`src/rtl/pio_arb.sv`:
```
//==============================================================================
// Module   : pio_arb
// Purpose  : Two-requester round-robin command arbiter for a PIO block, with
//            data/enable shadows, a pin synchronizer and edge interrupts that
//            are built only when PIO_ARB_IRQ_EN is defined.
// Revision : 1.0 - initial release
//==============================================================================
`default_nettype none

module pio_arb #(
    parameter int dataWidth = 32
) (
    input  logic                 clock,
    input  logic                 reset_n,

    input  logic                 req0_valid,
    output logic                 req0_ready,
    input  logic [1:0]           req0_cmd,
    input  logic [dataWidth-1:0] req0_wdata,
    input  logic [dataWidth-1:0] req0_wmask,

    input  logic                 req1_valid,
    output logic                 req1_ready,
    input  logic [1:0]           req1_cmd,
    input  logic [dataWidth-1:0] req1_wdata,
    input  logic [dataWidth-1:0] req1_wmask,

    output logic                 rsp_valid,
    input  logic                 rsp_ready,
    output logic                 rsp_id,
    output logic [dataWidth-1:0] rsp_rdata,

    output logic [dataWidth-1:0] pio_wdata,
    output logic [dataWidth-1:0] pio_wenable,
    input  logic [dataWidth-1:0] pio_rdata,

    output logic                 irq0,
    output logic                 irq1
);

    localparam logic [1:0] c_CMD_DATA = 2'b00;
    localparam logic [1:0] c_CMD_OE   = 2'b01;
`ifdef PIO_ARB_IRQ_EN
    localparam logic [1:0] c_CMD_IE   = 2'b10;
    localparam logic [1:0] c_CMD_CLR  = 2'b11;
`endif

    typedef enum logic [0:0] {
        ST_IDLE = 1'b0,
        ST_RESP = 1'b1
    } state_t;

    state_t               r_state;
    logic                 r_rr;
    logic                 r_rsp_id;
    logic [dataWidth-1:0] r_data;
    logic [dataWidth-1:0] r_oe;
    logic [dataWidth-1:0] r_sync1;
    logic [dataWidth-1:0] r_sync2;

    logic                 w_grant0;
    logic                 w_grant1;
    logic                 w_accept;
    logic [1:0]           w_cmd;
    logic [dataWidth-1:0] w_wdata;
    logic [dataWidth-1:0] w_wmask;

    function automatic logic [dataWidth-1:0] merge(
        input logic [dataWidth-1:0] old_val,
        input logic [dataWidth-1:0] wdata,
        input logic [dataWidth-1:0] wmask
    );
        return (old_val & ~wmask) | (wdata & wmask);
    endfunction

    // Grant is combinational so a lone requester is served in the same cycle.
    always_comb begin
        w_grant0 = 1'b0;
        w_grant1 = 1'b0;
        if (reset_n && (r_state == ST_IDLE)) begin
            w_grant0 = req0_valid && (!req1_valid || !r_rr);
            w_grant1 = req1_valid && (!req0_valid ||  r_rr);
        end
        w_accept = w_grant0 || w_grant1;
        w_cmd    = w_grant1 ? req1_cmd   : req0_cmd;
        w_wdata  = w_grant1 ? req1_wdata : req0_wdata;
        w_wmask  = w_grant1 ? req1_wmask : req0_wmask;
    end

    always_ff @(posedge clock) begin
        if (!reset_n) begin
            r_state  <= ST_IDLE;
            r_rr     <= 1'b0;
            r_rsp_id <= 1'b0;
            r_data   <= '0;
            r_oe     <= '0;
        end else begin
            case (r_state)
                ST_IDLE: begin
                    if (w_accept) begin
                        r_state  <= ST_RESP;
                        r_rsp_id <= w_grant1;
                        r_rr     <= !w_grant1;
                        case (w_cmd)
                            c_CMD_DATA: r_data <= merge(r_data, w_wdata, w_wmask);
                            c_CMD_OE:   r_oe   <= merge(r_oe,   w_wdata, w_wmask);
                            default:    ;
                        endcase
                    end
                end
                ST_RESP: begin
                    if (rsp_ready) begin
                        r_state <= ST_IDLE;
                    end
                end
                default: r_state <= ST_IDLE;
            endcase
        end
    end

    always_ff @(posedge clock) begin
        if (!reset_n) begin
            r_sync1 <= '0;
            r_sync2 <= '0;
        end else begin
            r_sync1 <= pio_rdata;
            r_sync2 <= r_sync1;
        end
    end

`ifdef PIO_ARB_IRQ_EN
    logic [dataWidth-1:0] r_prev;
    logic [dataWidth-1:0] r_ie;
    logic [dataWidth-1:0] r_pend_rise;
    logic [dataWidth-1:0] r_pend_fall;
    logic [dataWidth-1:0] w_rise;
    logic [dataWidth-1:0] w_fall;
    logic [dataWidth-1:0] w_clr;

    always_comb begin
        w_rise = r_sync2 & ~r_prev;
        w_fall = ~r_sync2 & r_prev;
        w_clr  = '0;
        if (w_accept && (w_cmd == c_CMD_CLR)) begin
            w_clr = w_wdata & w_wmask;
        end
    end

    // A new edge in the same cycle as a clear re-sets the pending bit.
    always_ff @(posedge clock) begin
        if (!reset_n) begin
            r_prev      <= '0;
            r_ie        <= '0;
            r_pend_rise <= '0;
            r_pend_fall <= '0;
        end else begin
            r_prev      <= r_sync2;
            r_pend_rise <= (r_pend_rise & ~w_clr) | w_rise;
            r_pend_fall <= (r_pend_fall & ~w_clr) | w_fall;
            if (w_accept && (w_cmd == c_CMD_IE)) begin
                r_ie <= merge(r_ie, w_wdata, w_wmask);
            end
        end
    end

    assign irq0 = |(r_pend_rise & r_ie);
    assign irq1 = |(r_pend_fall & r_ie);
`else
    assign irq0 = 1'b0;
    assign irq1 = 1'b0;
`endif

    assign req0_ready  = w_grant0;
    assign req1_ready  = w_grant1;
    assign rsp_valid   = (r_state == ST_RESP);
    assign rsp_id      = r_rsp_id;
    assign rsp_rdata   = r_sync2;
    assign pio_wdata   = r_data;
    assign pio_wenable = r_oe;

endmodule

`default_nettype wire
```
`config.mk`:
```
export PLATFORM = sky130hd
export DESIGN_NAME = pio_arb
export DESIGN_NICKNAME = d
export VERILOG_FILES = /design/src/rtl/pio_arb.sv
export SDC_FILE = /design/constraint.sdc
export NUM_CORES = 1
export LEC_CHECK = 0
export BUFFER_PORTS_ARGS = -buffer_cell sky130_fd_sc_hd__buf_4
export CORE_ASPECT_RATIO = 0.7
export CORE_MARGIN = 2
export CORE_UTILIZATION = 45
export DETAILED_ROUTE_END_ITERATION = 7
export PLACE_DENSITY = 0.89
export RECOVER_POWER = 50
export SLEW_MARGIN = 20
export SYNTH_ARGS = -nofsm -noshare
export SYNTH_HDL_FRONTEND = slang
export SYNTH_SLANG_ARGS = --single-unit
```
`constraint.sdc`:
```
create_clock -name clock -period 2 [get_ports clock]
set_input_delay 0.2 -clock clock [delete_from_list [all_inputs] [get_ports clock]]
set_output_delay 0.2 -clock clock [all_outputs]
set_load 0.005 [all_outputs]
```
-- Yosys cells after proc, flatten, opt, wreduce, memory -nomap -nowiden
Index checks and enable logic that the tools add are counted.
Widths: inputs -> output; s select.
- output and inout bits: 102
- flip-flop bits (word level): 131
- input bits: 169
- equal/unequal tests: 1
- multiplexer cells: 8
- bitwise operators: 7
- reduce and logical (&&, ||, !) cells: 14
- operators with widths (operator ; number):
    $and 32x32->32 ; 3
    $mux 32 ; 2
    $or 32x32->32 ; 2
    $not 32->32 ; 1
    $reduce_and 3->1 ; 2
    $logic_not 1->1 ; 4
    $mux 1 ; 4
    $logic_and 1x1->1 ; 3
    $logic_or 1x1->1 ; 3
    $eq 2x1->1 const B ; 1
    $logic_not 2->1 ; 1
    $mux 2 ; 1
    $pmux 1 s2 ; 1
    $reduce_and 2->1 ; 1
    $not 1->1 ; 1

-- Depth between registers and ports, before layout
Gate-level depths: netlist (run 1).
- depth in word-level cells: 8
- mapped depth: 7
- depth with buffers taken out: 4

-- Worst setup path after synthesis (run 1)
No wires, ideal clock.
- path kind: flip-flop to flip-flop
- start point: reg r_state, in the netlist rsp_valid
- end point: reg with a tool-made name
- slack: 0.201 ns
- arrival time: 1.683 ns
- period minus slack after synthesis: 1.799 ns
- buffers on the path: 2
- cell stages (with the launch flop): 7
- setup time: 0.116 ns
- data required time: 1.884 ns
- path through: dfxtp_1 nand2b_1 buf_6 or4b_4 buf_6 or3_1 and3_1
- RTL lines (item ; line ; source):
    start, declared ; 53 ; state_t r_state;
    start signal, assigned ; 92 ; r_state <= ST_IDLE;
    start signal, assigned ; 101 ; r_state <= ST_RESP;
    start signal, assigned ; 113 ; r_state <= ST_IDLE;

-- Worst setup path in the final report (run 1)
- start point: reg r_rr
- end point: out req0_ready
- cells in the longest elaborated chain, start to end: 4
- ends and longest elaborated chain (item ; line ; source):
    start, declared ; 54 ; logic r_rr;
    start signal, assigned ; 103 ; r_rr <= !w_grant1;
    $logic_not 1->1 ; 81 ; w_grant0 = req0_valid && (!req1_valid || !r_rr);
    $logic_or 1x1->1 ; 81 ;
    $logic_and 1x1->1 ; 81 ;
    $mux 1 ; 80 ; if (reset_n && (r_state == ST_IDLE)) begin
    end, declared ; 17 ; output logic req0_ready,
Every way passes these cells.

==> metrics.txt, run 1 <==
non-filler instance count after layout 1085; crit path max fanout 18; share of layout cells above drive strength 1 34.56%; post-layout worst setup margin 111.1 ps; vias in the first global route 6202; Num CTS Buffers 17; CP endpoint kind output pin; Worst slew margin 20.40%; Remaining DRCs 0; Total GRT Usage 29.89%; nets 1080; first-pass GRT wire length 32.40 mm; initial antenna violation count 0; Max-Cap Viols 0; Post-synth EDFFs 0; Max VDD drop 640.3 uV; pre-CTS setup slack 255.3 ps; most common cell in the netlist dfxtp_1; WL/cell between 15 and 20 um; Req. time, crit path 1800 ps; leak pwr 3.816 nW; CP peak stage delay 360 ps; Critical Path Start Type flip-flop; Commonest cells post-synth dfxtp_1, and2_1, nand2_1, nor2_1, clkbuf_1; internal power 4.974 mW; Max Buffers Root-to-Sink 2; final hold viol count 0; CP dominant cell by count buf_4; CTS tree yes; syn avg cell area 8.910 um2; vias per cell about 5.8; Synth Instances 635; post-route ant nets 0; H-tree levels 4; HP Class in2reg; Reg-to-Reg Start rsp_valid; final wirelength 20.69 mm; Peak Freq 529.4 MHz; Seq. cell area 2623 um2; footprint of the multi-input gates 2753 um2; share of flip-flops with an asynchronous set or reset 0%; Clock Skews around 8.6 ps; area of the die 13500 um2; fillers 945; top-area cell type share of the netlist area a little under half; crit-path cells and2_2, buf_4, nor3b_2, buf_4; distinct cell type count after synthesis 39; CTS sink cnt 131; via count 6339; Root Driver clkbuf_16; pwr dens approximately 780 nW/um2; Worst-Skew Late Latency 410 ps; clock-pin slew on the worst setup and hold paths roughly 60 ps; Setup CP Type reg2out; clock power share 45.4%; sw frac 25.96%; Pins Over Slew Limit 0; grt ovf 0; cell area after synthesis 5658 um2; main area contributors after synthesis dfxtp_1, and2_1, nand2_1; die width approximately 140 um; number of top-level pins roughly 270; status finished, final reports clean; critical path launch point r_rr; register area share after synthesis 46.35%; Final period util between 90% and 100%; Starting Density between 40% and 50%; setup bufs post-CTS 0; Initial DRT Pass Iterations 5; final setup violating endpoints 0; starting DRC count in detailed routing 456; total negative setup slack 0 ps; placed cell count around 1000; min cycle time layout 1889 ps; fin util 70.00%; Hold Startpoint rsp_ready; row count 34; post-synthesis register bit count 131; NetSw 1.744 mW; diodes inserted 0; DP HPWL about 14 mm; Synth area leader dfxtp_1; ys flop type dfxtp_1; sequential share of power 40.9%; crit path max-delay cell type nor3b_2; core area approximately 12000 um2; worst slew pin tran 1194 ps; PortBufs 268; Arrival @ worst endpoint 1690 ps; largest net degree at the start of global routing between 80 and 90; die height 97.82 um; combinational power share between 10% and 20%; Layout area overhead 52.63%; Ys Warns 0; gp weighted congestion 0.8210; unrepaired setup endpoints after global routing false
per-layer routing:
layer	part of all wire (%)	up-vias	routed length, um	GRT usage (%)
met4	2.6	0	546	10.91
met5	0	-	0	0
li1	-	2890	-	-
met2	48	461	9845	50.42
met1	39	2936	8060	35.94
met3	11	52	2233	9.809
stage by stage:
step                area [um2]  hold WS, ps  total power, mW
floorplan                 5662        303.8            3.167
global placement          7854        407.6            3.653
detailed placement        7854        410.4            3.674
CTS                       8687        2.287            6.747
global route              8636        18.77            6.941
finish                    8636        23.85            6.717
area by class of cell:
type	instances	share of cell area (%)
clock buffer	18	5.085
clock inverter	13	1.608
inverter	5	0.2173
multi-input combinational	438	31.87
sequential	131	30.37
tap	162	2.347
timing repair buffer	318	28.50
worst max-delay path, delay by kind of cell (launching register included):
kind / cells / cell delay (ps)
AND/OR/NAND/NOR: 2 / 550
flip-flops: 1 / 330
buffers and inverters: 2 / 390
cell usage in the layout (no fill, tap or decap), drive strengths merged, types with 3 or more instances in the layout:
| cell | count |
|---|---|
| a311o | 11 |
| nor4 | 30 |
| inv | 13 |
| o211a | 4 |
| dfxtp | 131 |
| o22ai | 30 |
| clkinv | 3 |
| clkbuf | 69 |
| and3 | 16 |
| a22o | 17 |
| a221oi | 26 |
| nor2 | 62 |
| o21a | 26 |
| nand2 | 62 |
| a311oi | 20 |
| and2 | 67 |
| buf | 242 |
| dlygate4sd3 | 25 |
| a221o | 4 |
| nor3 | 20 |
| a22oi | 17 |
| nor2b | 5 |
logic make-up after synthesis:
kind of cell | Yosys count | share of synthesized area (%)
buffers and inverters | 67 | 5.462
other | 1 | 0.06628
and+or+nand+nor | 274 | 25.01
DFF | 131 | 46.35
AOI/OAI and AO/OA | 162 | 23.11
power by group through the flow:
stage | Sequential [mW] | Combinational (mW) | Clock (mW)
after floorplan | 2.81 | 0.361 | 0
after global placement | 2.80 | 0.852 | 0
after detailed placement | 2.81 | 0.869 | 0
after CTS | 2.75 | 0.914 | 3.09
after global routing | 2.76 | 0.982 | 3.20
final | 2.75 | 0.915 | 3.05
worst paths after layout:
check,slack [ps],endpoint,depth (start not counted)
setup reg to reg,190,flip-flop,5
setup / recovery,110,req0_ready,4
hold / removal,20,rsp_valid,2
hold reg to reg,430,rsp_rdata[17],1
what timing repair did:
item / 4_1_cts / 5_1_grt
hold buffers: 25 / 0
setup endpoints to repair: 1 / 0
endpoints found under the hold margin: 25 / 0
gates resized for setup: 1 / 0
Note: power is estimated with default switching activity, not from simulation.
==> run 2: changes to the inputs <==
Settings changed: ABC_AREA set to 1, CORE_UTILIZATION 45 to 49, PLACE_DENSITY 0.89 to 0.92.
==> run 2 against run 1 <==
Cell count grew 41%. Critical path depth grew 6. First-iteration DRC count shrank 2.0%. Maximum frequency grew 3.3%. Clock skew grew 9.0 ps. Combinational power grew 31%. Largest cell class unchanged.
==> metrics.txt, run 2 <==
Final Cell Area 9494 um2 (was 8636 um2); initial antenna violation count 1 (was 0); pwr dens 735.6 nW/um2 (was 777.9 nW/um2); Post-synth EDFFs 0 (unchanged); unrepaired setup endpoints after global routing false (unchanged); fillers 1113 (was 945); cell area after synthesis 6679 um2 (was 5658 um2); syn avg cell area 6.265 um2 (was 8.910 um2); crit path max fanout 66 (was 18); Worst-Skew Late Latency 410 ps (about the same); grt ovf 0 (unchanged); gp weighted congestion 0.8306 (was 0.8210); Seq. cell area 2623 um2 (unchanged); post-synthesis register bit count 131 (unchanged); via count 7480 (was 6339); final setup violating endpoints 0 (unchanged); Root Driver clkbuf_16 (unchanged); status finished, final reports clean (unchanged); footprint of the multi-input gates 2703 um2 (was 2753 um2); CTS tree yes (unchanged); share of layout cells above drive strength 1 20.76% (was 34.56%); DP HPWL 14.04 mm (was 14.17 mm); clock-pin slew on the worst setup and hold paths 60 ps (about the same); Peak Freq 547.0 MHz (was 529.4 MHz); post-route ant nets 0 (unchanged); H-tree levels 4 (unchanged); main area contributors after synthesis dfxtp_1, nand2_1, inv_1 (was dfxtp_1, and2_1, nand2_1); Max VDD drop 591.4 uV (was 640.3 uV); Clock Skews 17.60 ps (was 8.594 ps); WL/cell 13.80 um (was 19.07 um); worst slew pin tran 717.0 ps (was 1194 ps); Worst slew margin 52.20% (was 20.40%); first-pass GRT wire length 32.26 mm (was 32.40 mm); Req. time, crit path 2340 ps (was 1800 ps); distinct cell type count after synthesis 18 (was 39); Final period util 91.41% (was 94.45%); HP Class in2reg (unchanged); core area 13230 um2 (was 12340 um2); Final Power 6.984 mW (was 6.717 mW); most common cell in the netlist nand2_1 (was dfxtp_1); commonest non-fill, non-tap cell in the layout nand2_1 (was buf_4); Arrival @ worst endpoint 2170 ps (was 1690 ps); number of top-level pins 271 (unchanged); register area share after synthesis 39.27% (was 46.35%); final hold viol count 0 (unchanged); top-area cell type share of the netlist area 39.27% (was 46.35%); vias in the first global route 6785 (was 6202); Remaining DRCs 0 (unchanged); final wirelength 21.12 mm (was 20.69 mm); commonest cells after routing, fill and taps aside nand2_1, inv_1, buf_4, dfxtp_1, nand4_1 (was buf_4, dfxtp_1, nand2_1, nor2_1, and2_1); share of flip-flops with an asynchronous set or reset 0% (unchanged); Max-Cap Viols 0 (unchanged); largest net degree at the start of global routing 70 (was 81); area of the die 14600 um2 (was 13500 um2); leak pwr 5.292 nW (was 3.816 nW); Pins Over Slew Limit 0 (unchanged); DP Area 8771 um2 (was 7854 um2); Max Buffers Root-to-Sink 2 (unchanged); vias per cell 4.889 (was 5.842); Synth area leader dfxtp_1 (unchanged); placed cell count 1465 (was 1029); Layout area overhead 42.15% (was 52.63%); Total GRT Usage 28.01% (was 29.89%); Critical Path Start Type flip-flop (unchanged); min cycle time layout 1828 ps (was 1889 ps); die height 101.7 um (was 97.82 um); nets 1500 (was 1080); Setup CP Type reg2reg (was reg2out); total negative setup slack 0 ps (unchanged); non-filler instance count after layout 1530 (was 1085); Ys Warns 0 (unchanged); Synth Instances 1066 (was 635); Starting Density 50.50% (was 45.86%); starting DRC count in detailed routing 447 (was 456); Initial DRT Pass Iterations 6 (was 5); die width 143.5 um (was 138.0 um); PortBufs 268 (unchanged); Num CTS Buffers 17 (unchanged); ys flop type dfxtp_1 (unchanged); CP endpoint kind flip-flop (was output pin); row count 35 (was 34); setup bufs post-CTS 0 (unchanged); CTS sink cnt 131 (unchanged); Commonest cells post-synth nand2_1, inv_1, dfxtp_1 (was dfxtp_1, and2_1, nand2_1, nor2_1, clkbuf_1); fin util 71.79% (was 70.00%)
run 2: through the flow:
stage | worst slack, ps | hold slack (ps)
final | 171.7 | 81.17
after floorplan | 534.3 | 297.6
after global placement | 236.6 | 380.0
after CTS | 192.4 | 5.450
after global routing | 9.720 | 75.78
after detailed placement | 196.5 | 384.7
run 2: report_power, final:
part	switching, mW	leakage (nW)	internal, mW
logic	0.678	3.95	0.526
clock network	1.27	0.268	1.75
registers	0.0465	1.07	2.72
run 2: critical path: stages, from the launching register on:
cell,delay [ps]
dfxtp_1,350
inv_1,70
nand2_2,110
buf_12,290
nand4_1,160
nand2_2,130
buf_4,290
nand3_1,120
nand2_1,80
inv_1,40
nor2_1,120
run 2: cell families (layout without fill, tap and decap cells):
| family | after synthesis | in the layout | synth area share (%) |
|---|---|---|---|
| AO/OA/AOI/OAI | 4 | 4 | 0.2996 |
| buffers and inverters | 336 | 613 | 20.55 |
| flip-flops | 131 | 131 | 39.27 |
| other | 1 | 3 | 0.05615 |
| AND/OR/NAND/NOR | 594 | 594 | 39.83 |
run 2: layer usage:
layer	up-vias	GRT usage, %	share of wire (%)
li1	3747	-	-
met1	3322	31.99	39
met2	345	50.07	49
met3	66	7.660	7.8
met4	0	11.16	3.4
met5	-	0	0
run 2: path summary, 6_finish.rpt:
kind                            slack (ps)       start  cells past startpoint            to
worst min-delay path                    80     reset_n                      3          r_rr
worst max-delay path                   170        r_rr                     10     flip-flop
worst min register to register         410  r_sync1[3]                      2  rsp_rdata[3]
worst max register to register         170        r_rr                     10     flip-flop
run 2: area by class of cell:
| type | count | share of cell area, % |
|---|---|---|
| diodes | 1 | 0.02636 |
| clock buffers | 18 | 4.520 |
| clock inverters | 14 | 1.516 |
| inverters | 265 | 10.48 |
| multi-input cells | 600 | 28.47 |
| flip-flops and latches | 131 | 27.62 |
| well taps | 185 | 2.438 |
| repair buffers | 316 | 24.93 |
run 2: repair_timing:
item / in CTS / in global routing
hold buffers: 30 / 2
resized for setup: 0 / 0
endpoints found under the hold margin: 30 / 2
==> run 3: changes to the inputs <==
Settings changed: ABC_AREA 1 to not set, CORE_UTILIZATION 49 to 46, PLACE_DENSITY 0.92 to 0.91.
==> run 3 against run 2 <==
Global-route usage up 3.0 points. Maximum frequency is 3.6% lower. Routed wire length decreased by 0.11%. Sequential share of layout area up 2.7 points. Highest routed layer unchanged. Design area shrank 8.9%. Hold slack got worse by 57 ps. Non-clock buffer count increased by 7. Power fell by 4.9%. Sequential power is essentially flat. Die area down 9.4%. Combinational power decreased by 23%. Cell count is 29% lower.
==> metrics.txt, run 3 (synthesis results as in run 1) <==
largest net degree at the start of global routing 83 (was 70); gp weighted congestion 0.8361 (was 0.8306); initial antenna violation count 1 (unchanged); pre-CTS setup slack 163.7 ps (was 196.5 ps); CTS tree yes (unchanged); setup bufs post-CTS 0 (unchanged); area of the die 13220 um2 (was 14600 um2); grt ovf 0 (unchanged); CP endpoint kind flip-flop (unchanged); core area 11850 um2 (was 13230 um2); CTS sink cnt 131 (unchanged); DP Area 7821 um2 (was 8771 um2); post-route ant nets 0 (unchanged); Clock Skews 7.656 ps (was 17.60 ps); min cycle time layout 1896 ps (was 1828 ps); final wirelength 21.09 mm (was 21.12 mm); total negative setup slack 0 ps (unchanged); Setup CP Type reg2reg (unchanged); number of top-level pins 271 (unchanged); die height 96.79 um (was 101.7 um); Remaining DRCs 0 (unchanged); DP HPWL 14.18 mm (was 14.04 mm); Root Driver clkbuf_16 (unchanged); pwr dens 768.3 nW/um2 (was 735.6 nW/um2); Worst slew margin 16.56% (was 52.20%); crit path max fanout 18 (was 66); Arrival @ worst endpoint 2250 ps (was 2170 ps); Critical Path Start Type flip-flop (unchanged); post-layout worst setup margin 103.9 ps (was 171.7 ps); vias per cell 5.916 (was 4.889); nets 1085 (was 1500); PortBufs 268 (unchanged); Starting Density 47.75% (was 50.50%); share of layout cells above drive strength 1 34.45% (was 20.76%); Max VDD drop 581.2 uV (was 591.4 uV); Layout area overhead 52.85% (was 42.15%); Worst-Skew Late Latency 410 ps (about the same); H-tree levels 4 (unchanged); clock-pin slew on the worst setup and hold paths 60 ps (about the same); Final period util 94.80% (was 91.41%); status finished, final reports clean (unchanged); worst slew pin tran 1252 ps (was 717.0 ps); Total GRT Usage 31.03% (was 28.01%); commonest non-fill, non-tap cell in the layout buf_4 (was nand2_1); final hold viol count 0 (unchanged); Max-Cap Viols 0 (unchanged); Req. time, crit path 2350 ps (was 2340 ps); non-filler instance count after layout 1087 (was 1530); Num CTS Buffers 17 (unchanged); row count 33 (was 35); vias in the first global route 6369 (was 6785); placed cell count 1024 (was 1465); Peak Freq 527.4 MHz (was 547.0 MHz); via count 6431 (was 7480); Final Cell Area 8648 um2 (was 9494 um2); final setup violating endpoints 0 (unchanged); Initial DRT Pass Iterations 5 (was 6); first-pass GRT wire length 32.41 mm (was 32.26 mm); die width 136.6 um (was 143.5 um); Max Buffers Root-to-Sink 2 (unchanged); Pins Over Slew Limit 0 (unchanged); unrepaired setup endpoints after global routing false (unchanged); starting DRC count in detailed routing 590 (was 447); WL/cell 19.40 um (was 13.80 um); HP Class in2reg (unchanged); leak pwr 3.830 nW (was 5.292 nW); commonest cells after routing, fill and taps aside buf_4, dfxtp_1, nand2_1, nor2_1, and2_1 (was nand2_1, inv_1, buf_4, dfxtp_1, nand4_1)
==> run 3: worst paths after layout <==
path                start           end  slack, ps  depth (start not counted)
max reg2reg     rsp_valid     flip-flop        100                          5
min          pio_rdata[2]    r_sync1[2]         20                          2
min reg2reg    r_sync1[3]  rsp_rdata[3]        430                          1
max             rsp_valid     flip-flop        100                          5
==> run 3: where the power goes <==
part | total [mW] | internal, mW | switching (mW)
sequential | 2.75 | 2.71 | 0.0424
clock | 2.97 | 1.65 | 1.32
combinational | 0.923 | 0.484 | 0.438
==> run 3: what timing repair did <==
item,4_1_cts,5_1_grt
resized for setup,0,1
hold buffers,26,4
setup endpoints to repair,0,1
endpoints found under the hold margin,26,4
==> run 3: area by class of cell <==
cell class              instances  area, um2
fillers                       843       3202
multi-input cells             438       2751
flip-flops and latches        131       2623
repair buffers                323       2494
clock buffers                  17      425.4
well taps                     157      196.4
clock inverters                15      137.6
inverters                       5      18.77
diodes                          1      2.502
==> run 3: metal layers <==
metal / vias to the layer above / routed length (um) / GRT usage (%)
li1: 2902 / - / -
met1: 3013 / 7667 / 36.43
met2: 454 / 10300 / 52.04
met3: 62 / 2449 / 9.224
met4: 0 / 671 / 13.70
met5: - / 0 / 0
==> run 3: stage by stage <==
| step | util (%) | total power, mW | hold WS, ps |
|---|---|---|---|
| after global routing | 72.98 | 6.876 | 14.01 |
| after floorplan | - | 3.167 | 303.8 |
| after detailed placement | 66.00 | 3.665 | 411.0 |
| final | 72.98 | 6.645 | 24.03 |
| after global placement | 66.00 | 3.648 | 401.0 |
| after CTS | 72.95 | 6.667 | 0.6012 |
==> run 3: worst max-delay path, cell delays in order (launching register included) <==
cell and delay [ps]:
dfxtp_1 360, nand2b_2 310, or4b_4 570, buf_4 240
o221ai_1 190, and3_1 170
